File: config.mk
export PLATFORM = sky130hd
export DESIGN_NAME = multicycle_controller
export DESIGN_NICKNAME = d
export VERILOG_FILES = /design/src/rtl/multicycle_controller_pkg.sv /design/src/rtl/multicycle_controller_alu_decoder.sv /design/src/rtl/multicycle_controller.sv
export SDC_FILE = /design/constraint.sdc
export NUM_CORES = 1
export LEC_CHECK = 0
export BUFFER_PORTS_ARGS = -buffer_cell sky130_fd_sc_hd__buf_2
export CORE_AREA = 2 2 39 41
export CTS_CLUSTER_DIAMETER = 80
export DETAILED_ROUTE_END_ITERATION = 10
export DIE_AREA = 0 0 41 43
export PLACE_DENSITY = 0.74
export SETUP_SLACK_MARGIN = 0.05
export SYNTH_ARGS = -nofsm -noshare
export SYNTH_HDL_FRONTEND = slang
export SYNTH_SLANG_ARGS = --single-unit
File: constraint.sdc
create_clock -name clk -period 3.15 [get_ports clk]
set_input_delay 0.1575 -clock clk [delete_from_list [all_inputs] [get_ports clk]]
set_output_delay 0.1575 -clock clk [all_outputs]
set_load 0.03 [all_outputs]
File: src/rtl/multicycle_controller_pkg.sv
// Shared RV32I decode constants for the multicycle controller and its ALU decoder.
// Holds the opcodes, ALU operation codes and datapath mux encodings.
package multicycle_controller_pkg;

  localparam logic [6:0] OP_LW  = 7'b0000011;
  localparam logic [6:0] OP_SW  = 7'b0100011;
  localparam logic [6:0] OP_R   = 7'b0110011;
  localparam logic [6:0] OP_I   = 7'b0010011;
  localparam logic [6:0] OP_JAL = 7'b1101111;
  localparam logic [6:0] OP_BEQ = 7'b1100011;

  localparam logic [2:0] ALU_ADD = 3'b000;
  localparam logic [2:0] ALU_SUB = 3'b001;
  localparam logic [2:0] ALU_AND = 3'b010;
  localparam logic [2:0] ALU_OR  = 3'b011;
  localparam logic [2:0] ALU_SLT = 3'b101;

  localparam logic [1:0] ALUOP_ADD   = 2'b00;
  localparam logic [1:0] ALUOP_SUB   = 2'b01;
  localparam logic [1:0] ALUOP_FUNCT = 2'b10;

  localparam logic [1:0] RES_ALUOUT    = 2'b00;
  localparam logic [1:0] RES_DATA      = 2'b01;
  localparam logic [1:0] RES_ALURESULT = 2'b10;

  localparam logic [1:0] SRCA_PC    = 2'b00;
  localparam logic [1:0] SRCA_OLDPC = 2'b01;
  localparam logic [1:0] SRCA_REG   = 2'b10;

  localparam logic [1:0] SRCB_REG  = 2'b00;
  localparam logic [1:0] SRCB_IMM  = 2'b01;
  localparam logic [1:0] SRCB_FOUR = 2'b10;

  localparam logic [1:0] IMM_I = 2'b00;
  localparam logic [1:0] IMM_S = 2'b01;
  localparam logic [1:0] IMM_B = 2'b10;
  localparam logic [1:0] IMM_J = 2'b11;

endpackage

File: src/rtl/multicycle_controller_alu_decoder.sv
// Combinational ALU decoder: maps ALUOp plus the instruction function fields
// onto the 3-bit operation code consumed by the ALU.
module alu_decoder
  import multicycle_controller_pkg::*;
(
  input  logic [1:0] alu_op,
  input  logic [2:0] funct3,
  input  logic       funct7b5,
  input  logic       op5,
  output logic [2:0] alu_control
);

  always_comb begin
    alu_control = ALU_ADD;
    case (alu_op)
      ALUOP_SUB: alu_control = ALU_SUB;
      ALUOP_FUNCT: begin
        // funct7b5 only selects sub for register-register ops; addi's bit 30 is immediate data
        case (funct3)
          3'b000:  alu_control = (op5 & funct7b5) ? ALU_SUB : ALU_ADD;
          3'b010:  alu_control = ALU_SLT;
          3'b110:  alu_control = ALU_OR;
          3'b111:  alu_control = ALU_AND;
          default: alu_control = ALU_ADD;
        endcase
      end
      default: alu_control = ALU_ADD;
    endcase
  end

endmodule

File: src/rtl/multicycle_controller.sv
// Moore control FSM for the multicycle RV32I datapath (lw, sw, R/I ALU, beq, jal).
// Sequences Fetch/Decode/Execute/Memory/Writeback and drives all selects and strobes.
module multicycle_controller
  import multicycle_controller_pkg::*;
(
  input  logic       clk,
  input  logic       rst_n,
  input  logic [6:0] op,
  input  logic [2:0] funct3,
  input  logic       funct7b5,
  input  logic       Zero,
  output logic       PCWrite,
  output logic       AdrSrc,
  output logic       MemWrite,
  output logic       IRWrite,
  output logic       RegWrite,
  output logic [1:0] ResultSrc,
  output logic [1:0] ALUSrcA,
  output logic [1:0] ALUSrcB,
  output logic [1:0] ImmSrc,
  output logic [2:0] ALUControl
);

  typedef enum logic [3:0] {
    S_FETCH, S_DECODE, S_MEMADR, S_MEMREAD, S_MEMWB, S_MEMWRITE,
    S_EXECR, S_EXECI, S_ALUWB, S_JAL, S_BEQ
  } state_t;

  state_t     state, next_state, cur_state;
  logic [1:0] alu_op;
  logic       branch, pc_update, ir_write, reg_write, mem_write;

  always_ff @(posedge clk) begin
    if (!rst_n) state <= S_FETCH;
    else        state <= next_state;
  end

  always_comb begin
    next_state = S_FETCH;
    alu_op     = ALUOP_ADD;
    branch     = 1'b0;
    pc_update  = 1'b0;
    ir_write   = 1'b0;
    reg_write  = 1'b0;
    mem_write  = 1'b0;
    AdrSrc     = 1'b0;
    ResultSrc  = RES_ALUOUT;
    ALUSrcA    = SRCA_PC;
    ALUSrcB    = SRCB_REG;
    // Reset shows FETCH selects while the strobes below are gated off
    cur_state  = rst_n ? state : S_FETCH;
    case (cur_state)
      S_FETCH: begin
        ir_write   = 1'b1;
        pc_update  = 1'b1;
        ALUSrcB    = SRCB_FOUR;
        ResultSrc  = RES_ALURESULT;
        next_state = S_DECODE;
      end
      S_DECODE: begin
        ALUSrcA = SRCA_OLDPC;
        ALUSrcB = SRCB_IMM;
        case (op)
          OP_LW, OP_SW: next_state = S_MEMADR;
          OP_R:         next_state = S_EXECR;
          OP_I:         next_state = S_EXECI;
          OP_JAL:       next_state = S_JAL;
          OP_BEQ:       next_state = S_BEQ;
          default:      next_state = S_FETCH;
        endcase
      end
      S_MEMADR: begin
        ALUSrcA    = SRCA_REG;
        ALUSrcB    = SRCB_IMM;
        next_state = (op == OP_LW) ? S_MEMREAD : S_MEMWRITE;
      end
      S_MEMREAD: begin
        AdrSrc     = 1'b1;
        next_state = S_MEMWB;
      end
      S_MEMWB: begin
        ResultSrc  = RES_DATA;
        reg_write  = 1'b1;
      end
      S_MEMWRITE: begin
        AdrSrc     = 1'b1;
        mem_write  = 1'b1;
      end
      S_EXECR: begin
        ALUSrcA    = SRCA_REG;
        alu_op     = ALUOP_FUNCT;
        next_state = S_ALUWB;
      end
      S_EXECI: begin
        ALUSrcA    = SRCA_REG;
        ALUSrcB    = SRCB_IMM;
        alu_op     = ALUOP_FUNCT;
        next_state = S_ALUWB;
      end
      S_ALUWB: begin
        reg_write  = 1'b1;
      end
      S_JAL: begin
        ALUSrcA    = SRCA_OLDPC;
        ALUSrcB    = SRCB_FOUR;
        pc_update  = 1'b1;
        next_state = S_ALUWB;
      end
      S_BEQ: begin
        ALUSrcA    = SRCA_REG;
        alu_op     = ALUOP_SUB;
        branch     = 1'b1;
      end
      default: next_state = S_FETCH;
    endcase
    PCWrite  = rst_n & (pc_update | (branch & Zero));
    IRWrite  = rst_n & ir_write;
    RegWrite = rst_n & reg_write;
    MemWrite = rst_n & mem_write;
  end

  always_comb begin
    case (op)
      OP_LW, OP_I: ImmSrc = IMM_I;
      OP_SW:       ImmSrc = IMM_S;
      OP_BEQ:      ImmSrc = IMM_B;
      OP_JAL:      ImmSrc = IMM_J;
      default:     ImmSrc = IMM_I;
    endcase
  end

  alu_decoder u_alu_decoder (
    .alu_op      (alu_op),
    .funct3      (funct3),
    .funct7b5    (funct7b5),
    .op5         (op[5]),
    .alu_control (ALUControl)
  );

endmodule

==> results of run 1 <==
-- worst paths after layout --
check	start	endpoint	slack (ns)	cells past startpoint
setup / recovery	state[1]	ALUControl[1]	0.70	6
hold / removal	op[2]	state[1]	0.17	2
setup reg to reg	state[1]	state[1]	1.37	3
hold reg to reg	state[1]	state[2]	0.71	2
-- logic make-up (layout without fill, tap and decap cells) --
| kind of cell | Yosys count | after routing |
|---|---|---|
| XOR/XNOR | 4 | 4 |
| flip-flops | 4 | 4 |
| AO/OA/AOI/OAI | 17 | 17 |
| AND/OR/NAND/NOR | 40 | 40 |
| buffers and inverters | 9 | 36 |
| adder cells (fa/ha/maj) | 2 | 2 |
-- metrics by stage --
stage / utilization [%] / worst slack (ns) / hold WS, ns / cell area (sq um) / power, mW
3_5_place_dp: 49.4 / 0.924 / 0.413 / 683 / 0.106
6_report: 51.0 / 0.703 / 0.169 / 706 / 0.168
3_3_place_gp: 49.4 / 1.08 / 0.408 / 683 / 0.106
5_1_grt: 51.0 / 0.519 / 0.176 / 706 / 0.182
2_1_floorplan: - / 0.993 / 0.233 / 538 / 0.0870
4_1_cts: 51.0 / 0.677 / 0.167 / 706 / 0.171
-- cell usage in the layout (no fill, tap or decap), types with 2 or more instances in the layout --
cell	netlist	layout
nor2_1	3	3
nand3_1	4	4
nor3b_1	4	4
o21ai_0	2	2
a22oi_1	2	2
buf_2	1	29
nor3_1	7	7
nand2_1	7	7
inv_1	4	4
nor2b_1	2	2
xnor2_1	3	3
ha_1	2	2
nand2b_1	2	2
and3b_1	2	2
or3_1	2	2
clkbuf_4	0	3
a21oi_1	3	3
dfxtp_1	4	4
-- cells in the mapped netlist, types with 2 or more instances --
cell type / instances / area, sq um
inv_1: 4 / 15.0
nand2b_1: 2 / 12.5
and3b_1: 2 / 17.5
a22oi_1: 2 / 15.0
or3_1: 2 / 12.5
nor3_1: 7 / 35.0
clkbuf_1: 2 / 7.51
o21ai_0: 2 / 10.0
nor2b_1: 2 / 12.5
xnor2_1: 3 / 26.3
nor3b_1: 4 / 30.0
ha_1: 2 / 25.0
a21oi_1: 3 / 15.0
buf_1: 2 / 7.51
nor2_1: 3 / 11.3
nand3_1: 4 / 20.0
dfxtp_1: 4 / 80.1
nand2_1: 7 / 26.3
-- area by class of cell --
cell class	instances	area share (%)
inverters	4	2.13
flip-flops and latches	4	11.3
multi-input cells	63	59.9
well taps	16	2.84
clock buffers	3	3.19
repair buffers	29	20.6
-- worst max-delay path, cell delays in order (launching register included) --
cell      delay [ns]
dfxtp_1         0.59
nor4bb_1        0.59
nand2_1         0.15
inv_1           0.08
ha_1            0.23
nor3b_1         0.19
buf_2           0.23
-- power groups by stage --
stage	Combinational [mW]	Sequential, mW	Clock [mW]
after floorplan	0.0338	0.0532	0
after global placement	0.0498	0.0560	0
after detailed placement	0.0502	0.0560	0
after CTS	0.0503	0.0552	0.0657
after global routing	0.0552	0.0553	0.0718
final	0.0503	0.0552	0.0629
-- layer usage --
metal,vias up,GRT usage [%],share of wire [%]
met3,0,3.14,5.8
li1,337,-,-
met4,0,4.00,0
met2,22,28.4,46
met5,-,0,0
met1,291,20.5,48
==> flow_summary.json, run 1 <==
{
  "report.final.slew_viol_count": 0,
  "min_path_type": "in2reg",
  "largest-register": "state",
  "number_of_flops_mapped_to_enable_cells_by_yosys": 0,
  "p_clk_share_pct": 37.4,
  "vias_per_cell": 5.46,
  "synth.cell_area_sq_um": 538,
  "design.die.area_sq_mm": 0.00176,
  "seqCellArea_sq_um": 80.1,
  "crit_fanout": 15,
  "postCtsSetupBuffers": 0,
  "status": "completed",
  "cts_made_buffers": 3,
  "peakVddDrop_mv": 0.188,
  "internal_portion_of_total_power_mw": 0.115,
  "cts_tree": "yes",
  "timing.critical_path.from_type": "flop",
  "placed_cells_incl_taps": 116,
  "largest_registers": "state (4)",
  "final_cells": 119,
  "antenna_found_initial": 0,
  "place_congestion": 0.721,
  "synth-compound-area-share_pct": 24.0,
  "floorplan.core_area_sq_mm": 0.00138,
  "grt-ovfl-total": 0,
  "antenna-diode-count": 0,
  "postSynthRegisterBits": 4,
  "seq_area_frac_synth_pct": 14.9,
  "cp_data_arrival_time_ns": 2.29,
  "wire_per_inst_um": 10.9,
  "switch_share_pct": 32.0,
  "rows": 14,
  "h_tree_levels": 1,
  "synth_simple_gate_area_share_pct": 43.5,
  "power.leakage_nw": 0.318,
  "port_buffers": 29,
  "grt_first_pass_wirelength_mm": 2.14,
  "sequentialPowerShare_pct": 32.8,
  "globalRouteTotalUtil_pct": 16.8,
  "power.density_mw_per_mm2": 239,
  "synth_fp_nets": 92,
  "multiplexer_area_fraction_after_synthesis_pct": 0,
  "final.setup_skew_ns": 0.00215,
  "post_cts_resized": 0,
  "number_of_filler_cells_placed_in_the_layout": 145,
  "footprint_of_the_multi_input_gates_sq_um": 423,
  "relSlewSlack_pct": 62.6,
  "final_antenna_net_count": 0,
  "worst-endpoint-required_ns": 2.99,
  "cts.sink_count": 4,
  "nets": 121,
  "drt_first_pass_iters": 4,
  "largest_register_ff_count": 4,
  "grt_setup_unrepaired": "false",
  "post_synth_inst_count": 76,
  "detailroute.via_count": 650,
  "max_slew.worst_pin.slew_ns": 0.553,
  "ys_warn_count": 0,
  "drcViolationCount": 0,
  "fin_tns_setup_ns": 0,
  "period_share_pct": 77.7,
  "comb_power_share_pct": 29.9,
  "die_x_um": 41,
  "power.switching_mw": 0.0538,
  "layout-area-overhead-vs-synth_pct": 31.2,
  "i_o_pins": 30,
  "setup.worst_path.end_class": "output pin",
  "maximum_number_of_pins_on_one_net_before_global_route_repair": 16,
  "async_reset_ff_share_pct": 0,
  "clock-root-buffer": "clkbuf_4",
  "post_synth_num_cell_types": 37,
  "synth_top_family_by_area": "simple AND/OR/NAND/NOR gates",
  "share_of_post_route_cells_with_drive_strength_above_1_pct": 34.0,
  "starting_density_of_the_core_pct": 38.9,
  "clkLatencyLatePin_ns": 0.23,
  "drt-total-wl_mm": 1.30,
  "floorplan.die.height_um": 43,
  "max_freq_mhz": 409,
  "via_count_of_the_first_global_routing_pass": 535,
  "ys_dominant_reg_cell": "dfxtp_1",
  "setup_violations": 0,
  "timing.final.hold_violations": 0,
  "timing_worst_setup_path_type": "reg2out",
  "post_cts_hold_buffer_count": 0,
  "post-dp-hpwl_mm": 1.02,
  "synth_xor_area_share_pct": 6.51,
  "clk_transition_reported_paths_ns": 0.04,
  "max_root_sink_buffers": 2,
  "finalCriticalPeriod_ns": 2.45,
  "maxCapViolations": 0,
  "initialDrtViolationCount": 11,
  "post_synth_fa_ha_maj_area_fraction_pct": 4.65,
  "post_synthesis_area_per_instance_sq_um": 7.08
}
(Power assumes the default switching activity.)
==> inputs of run 2 (changes only) <==
==> constraint.sdc (replaced) <==
create_clock -name clk -period 2.5 [get_ports clk]
set_input_delay 0.125 -clock clk [delete_from_list [all_inputs] [get_ports clk]]
set_output_delay 0.125 -clock clk [all_outputs]
set_load 0.03 [all_outputs]
==> flow_summary.json, run 2 (synthesized netlist as in run 1, its figures left out) <==
{
  "min_delay_worst_endpoint": "state[1]",
  "globalRouteTotalUtil_pct": 18.4,
  "crit_chain": "nor4bb_2 > nand2_1 > inv_1 > ha_1 > nor3b_1 > buf_2",
  "finalCriticalPeriod_ns": 2.10,
  "design.die.area_sq_mm": 0.00176,
  "min_delay_path_depth": 2,
  "layout.cells.most_common_list": "buf_2 (29), nand2_1 (7), nor3_1 (7)",
  "worst-endpoint-required_ns": 2.38,
  "slowest_delay_ns": 0.46,
  "peakVddDrop_mv": 0.358,
  "grt_first_pass_wirelength_mm": 2.24,
  "maximum_number_of_pins_on_one_net_before_global_route_repair": 15,
  "clk_transition_reported_paths_ns": 0.03,
  "hold_path_startpoint": "op[2]",
  "worstReg2RegStart": "state[1]",
  "largest-register": "state",
  "nets": 122,
  "final.setup_skew_ns": 0.00375,
  "status": "completed",
  "rows": 14,
  "max_slew.worst_pin.slew_ns": 0.438,
  "timing.final.hold_violations": 0,
  "share_of_post_route_cells_with_drive_strength_above_1_pct": 35.6,
  "cp_data_arrival_time_ns": 1.98,
  "largest_registers": "state (4)",
  "cts_tree": "yes",
  "timing_worst_setup_path_type": "reg2out",
  "floorplan.core_area_sq_mm": 0.00138,
  "starting_density_of_the_core_pct": 38.9,
  "post_cts_hold_buffer_count": 0,
  "drcViolationCount": 0,
  "min_path_type": "in2reg",
  "detailroute.via_count": 661,
  "antenna_found_initial": 0,
  "power.leakage_nw": 0.324,
  "total_power_mw": 0.213,
  "vias_per_cell": 5.51,
  "cts_made_buffers": 3,
  "timing.critical_path.from_type": "flop",
  "floorplan.die.height_um": 43,
  "maxCapViolations": 0,
  "largest_register_ff_count": 4,
  "drt_first_pass_iters": 4,
  "period_share_pct": 84.1,
  "r2r_setup_slack_ns": 0.85,
  "power.density_mw_per_mm2": 296,
  "layout-area-overhead-vs-synth_pct": 33.7,
  "h_tree_levels": 1,
  "final_antenna_net_count": 0,
  "drt-total-wl_mm": 1.38,
  "post-dp-hpwl_mm": 1.09,
  "place_congestion": 0.729,
  "port_buffers": 29,
  "number_of_filler_cells_placed_in_the_layout": 140,
  "setup.worst_path.start": "state[2]",
  "clock-root-buffer": "clkbuf_4",
  "grt-ovfl-total": 0,
  "die_x_um": 41,
  "max_freq_mhz": 476,
  "crit_slowest_cell": "nor4bb_2",
  "timing.rr.end": "state[1]",
  "mostFrequentLayoutCell": "buf_2",
  "report.final.slew_viol_count": 0,
  "setup_violations": 0,
  "via_count_of_the_first_global_routing_pass": 536,
  "fin_tns_setup_ns": 0,
  "wire_per_inst_um": 11.5,
  "antenna-diode-count": 0,
  "length_in_cells_of_the_worst_reg_to_reg_path": 4,
  "initialDrtViolationCount": 13,
  "relSlewSlack_pct": 70.8,
  "grt_setup_unrepaired": "false",
  "clkLatencyLatePin_ns": 0.24,
  "i_o_pins": 30,
  "cts.sink_count": 4,
  "crit_fanout": 13,
  "max_root_sink_buffers": 2,
  "setup.worst_path.end_class": "output pin"
}
## run 2: cell count changes in the layout (fill, tap and decap cells not counted), sizes merged
cell  previous run  this run
buf             29        30
## run 2: metrics by stage
step	instances	area, sq um	hold slack (ns)	util, %	worst slack (ns)
2_1_floorplan	76	538	0.201	-	0.375
3_3_place_gp	117	691	0.371	49.9	0.651
3_5_place_dp	117	691	0.377	49.9	0.540
4_1_cts	120	713	0.129	51.5	0.282
5_1_grt	120	719	0.146	52.0	0.186
6_report	120	719	0.135	52.0	0.397
## run 2: timing repair
action / CTS / global route
setup endpoints to repair: 0 / 1
gates resized for setup: 0 / 1
setup buffers: 0 / 0
## run 2: layer usage
layer,share of wire [%],global-route usage (%),vias to the layer above
met1,46,22.4,292
met3,7.6,8.38,0
li1,-,-,344
met2,46,27.8,25
met5,0,0,-
met4,0,6.00,0
## run 2: critical path: cells and delay by family, from the launching register on
kind | cells | cell delay (ns)
adder cells (fa/ha/maj) | 1 | 0.23
AND/OR/NAND/NOR | 3 | 0.78
flip-flops | 1 | 0.43
buffers and inverters | 2 | 0.31
## run 2: cell type report
type	instances	area [sq um]	share of cell area (%)
flip-flops and latches	4	80.1	11.1
repair buffers	30	153	21.2
inverters	4	15.0	2.09
clock buffers	3	22.5	3.13
well taps	16	20.0	2.78
multi-input cells	63	429	59.7
## run 2: worst max-delay path by stage
stage / to / depth (start not counted)
finish: ALUControl[1] / 6
global route: ALUControl[1] / 6
CTS: ALUControl[1] / 6
detailed placement: ALUControl[1] / 6
global placement: ALUControl[1] / 6
floorplan: ALUControl[1] / 6
## run 2: power by group
part           switching, mW  internal [mW]  total [mW]
combinational         0.0393         0.0255      0.0648
sequential           0.00361         0.0657      0.0693
clock                 0.0253         0.0536      0.0788
==> inputs of run 3 (changes only) <==
==> constraint.sdc (replaced) <==
create_clock -name clk -period 2.08 [get_ports clk]
set_input_delay 0.104 -clock clk [delete_from_list [all_inputs] [get_ports clk]]
set_output_delay 0.104 -clock clk [all_outputs]
set_load 0.03 [all_outputs]
==> flow_summary.json, run 3 (synthesized netlist as in run 1, its figures left out) <==
{
  "number_of_filler_cells_placed_in_the_layout": 140,
  "peakVddDrop_mv": 0.276,
  "report.final.slew_viol_count": 0,
  "utilization_after_layout_pct": 54.2,
  "crit_fanout": 6,
  "length_in_cells_of_the_worst_reg_to_reg_path": 3,
  "maxCapViolations": 0,
  "worst_path_dominant_cell_family": "simple AND/OR/NAND/NOR gates",
  "critPathBufInv": 2,
  "share_of_post_route_cells_with_drive_strength_above_1_pct": 40.0,
  "power.leakage_nw": 0.331,
  "max_freq_mhz": 534,
  "largest-register": "state",
  "floorplan.core_area_sq_mm": 0.00138,
  "finalCriticalPeriod_ns": 1.87,
  "hold_path_startpoint": "op[2]",
  "final_antenna_net_count": 0,
  "timing.critical_path.to": "ALUControl[1]",
  "initialDrtViolationCount": 18,
  "grt-ovfl-total": 0,
  "final_area_sq_um": 751,
  "antenna-diode-count": 0,
  "starting_density_of_the_core_pct": 38.9,
  "clock-root-buffer": "clkbuf_4",
  "power.density_mw_per_mm2": 339,
  "wire_per_inst_um": 11.4,
  "mostFrequentLayoutCell": "buf_2",
  "final.setup_skew_ns": 0.00112,
  "setup_violations": 0,
  "maximum_number_of_pins_on_one_net_before_global_route_repair": 14,
  "layout-area-overhead-vs-synth_pct": 39.5,
  "status": "completed",
  "layout.cells.most_common_list": "buf_2 (28), nand2_1 (7), nor3_1 (7)",
  "place_congestion": 0.793,
  "cts_tree": "yes",
  "slowest_delay_ns": 0.42,
  "nets": 123,
  "port_buffers": 29,
  "clk_transition_reported_paths_ns": 0.04,
  "h_tree_levels": 1,
  "vias_per_cell": 5.64,
  "setup.worst_path.end_class": "output pin",
  "r2r_setup_slack_ns": 0.56,
  "timing.rr.end": "state[2]",
  "largest_register_ff_count": 4,
  "relSlewSlack_pct": 75.7,
  "design.die.area_sq_mm": 0.00176,
  "antenna_found_initial": 0,
  "postCtsSetupBuffers": 0,
  "worstReg2RegStart": "state[2]",
  "via_count_of_the_first_global_routing_pass": 558,
  "holdWs_ns": 0.117,
  "drt_first_pass_iters": 4,
  "setup.worst_path.start": "state[1]",
  "cts.sink_count": 4,
  "min_path_type": "in2reg",
  "max_root_sink_buffers": 2,
  "dpl-instance-area_sq_um": 703,
  "post_cts_hold_buffer_count": 0,
  "fin_tns_setup_ns": 0,
  "grt_setup_unrepaired": "true",
  "floorplan.die.height_um": 43,
  "timing_worst_setup_path_type": "reg2out",
  "post-dp-hpwl_mm": 1.07,
  "largest_registers": "state (4)",
  "i_o_pins": 30,
  "detailroute.via_count": 683,
  "period_share_pct": 90.1,
  "crit_slowest_cell": "dfxtp_1",
  "crit_chain": "nor4bb_4 > nand2_1 > inv_1 > ha_1 > nor3b_2 > buf_2",
  "die_x_um": 41,
  "max_slew.worst_pin.slew_ns": 0.365,
  "grt_first_pass_wirelength_mm": 2.26,
  "globalRouteTotalUtil_pct": 18.2,
  "drt-total-wl_mm": 1.38,
  "path_depth": 6,
  "drcViolationCount": 0,
  "worst-endpoint-required_ns": 1.98,
  "timing.final.hold_violations": 0,
  "cts_made_buffers": 3,
  "total_power_mw": 0.255,
  "rows": 14,
  "cp_data_arrival_time_ns": 1.77,
  "timing.critical_path.from_type": "flop",
  "clkLatencyLatePin_ns": 0.23
}
-- run 3: through the flow --
step / cells / worst slack, ns
detailed placement: 118 / 0.298
finish: 121 / 0.206
global route: 121 / 0.0403
floorplan: 76 / 0.164
CTS: 121 / 0.112
global placement: 118 / 0.372
-- run 3: worst min-delay path by stage --
stage,endpoint,slack [ns],cells past startpoint
finish,state[1],0.12,2
global route,state[1],0.13,2
CTS,state[1],0.11,2
detailed placement,state[1],0.36,2
global placement,state[1],0.35,2
floorplan,state[1],0.18,1
-- run 3: metal layers --
metal | GRT usage (%) | vias up | routed length [um]
met2 | 26.9 | 36 | 638
met1 | 24.9 | 300 | 601
met4 | 8.00 | 0 | 16
met3 | 3.14 | 2 | 127
li1 | - | 345 | -
met5 | 0 | - | 0
-- run 3: timing repair --
item / 4_1_cts / 5_1_grt
endpoints found under the setup margin: 1 / 2
hold endpoints to repair: 0 / 0
gates resized for setup: 1 / 6
-- run 3: worst register-to-register path, stage by stage (launching register included) --
cell	delay, ns
dfxtp_4	0.38
or3_4	0.41
or4_1	0.47
a22oi_1	0.17
-- run 3: cell type report --
| class | instances | area (sq um) | area share, % |
|---|---|---|---|
| well taps | 16 | 20.0 | 2.67 |
| repair buffers | 31 | 163 | 21.7 |
| flip-flops and latches | 4 | 85.1 | 11.3 |
| multi-input cells | 63 | 445 | 59.3 |
| clock buffers | 3 | 22.5 | 3.00 |
| inverters | 4 | 15.0 | 2.00 |
-- run 3: report_power, final --
part           internal [mW]  switching [mW]
clock network         0.0644          0.0290
registers             0.0778         0.00521
logic                 0.0313          0.0472
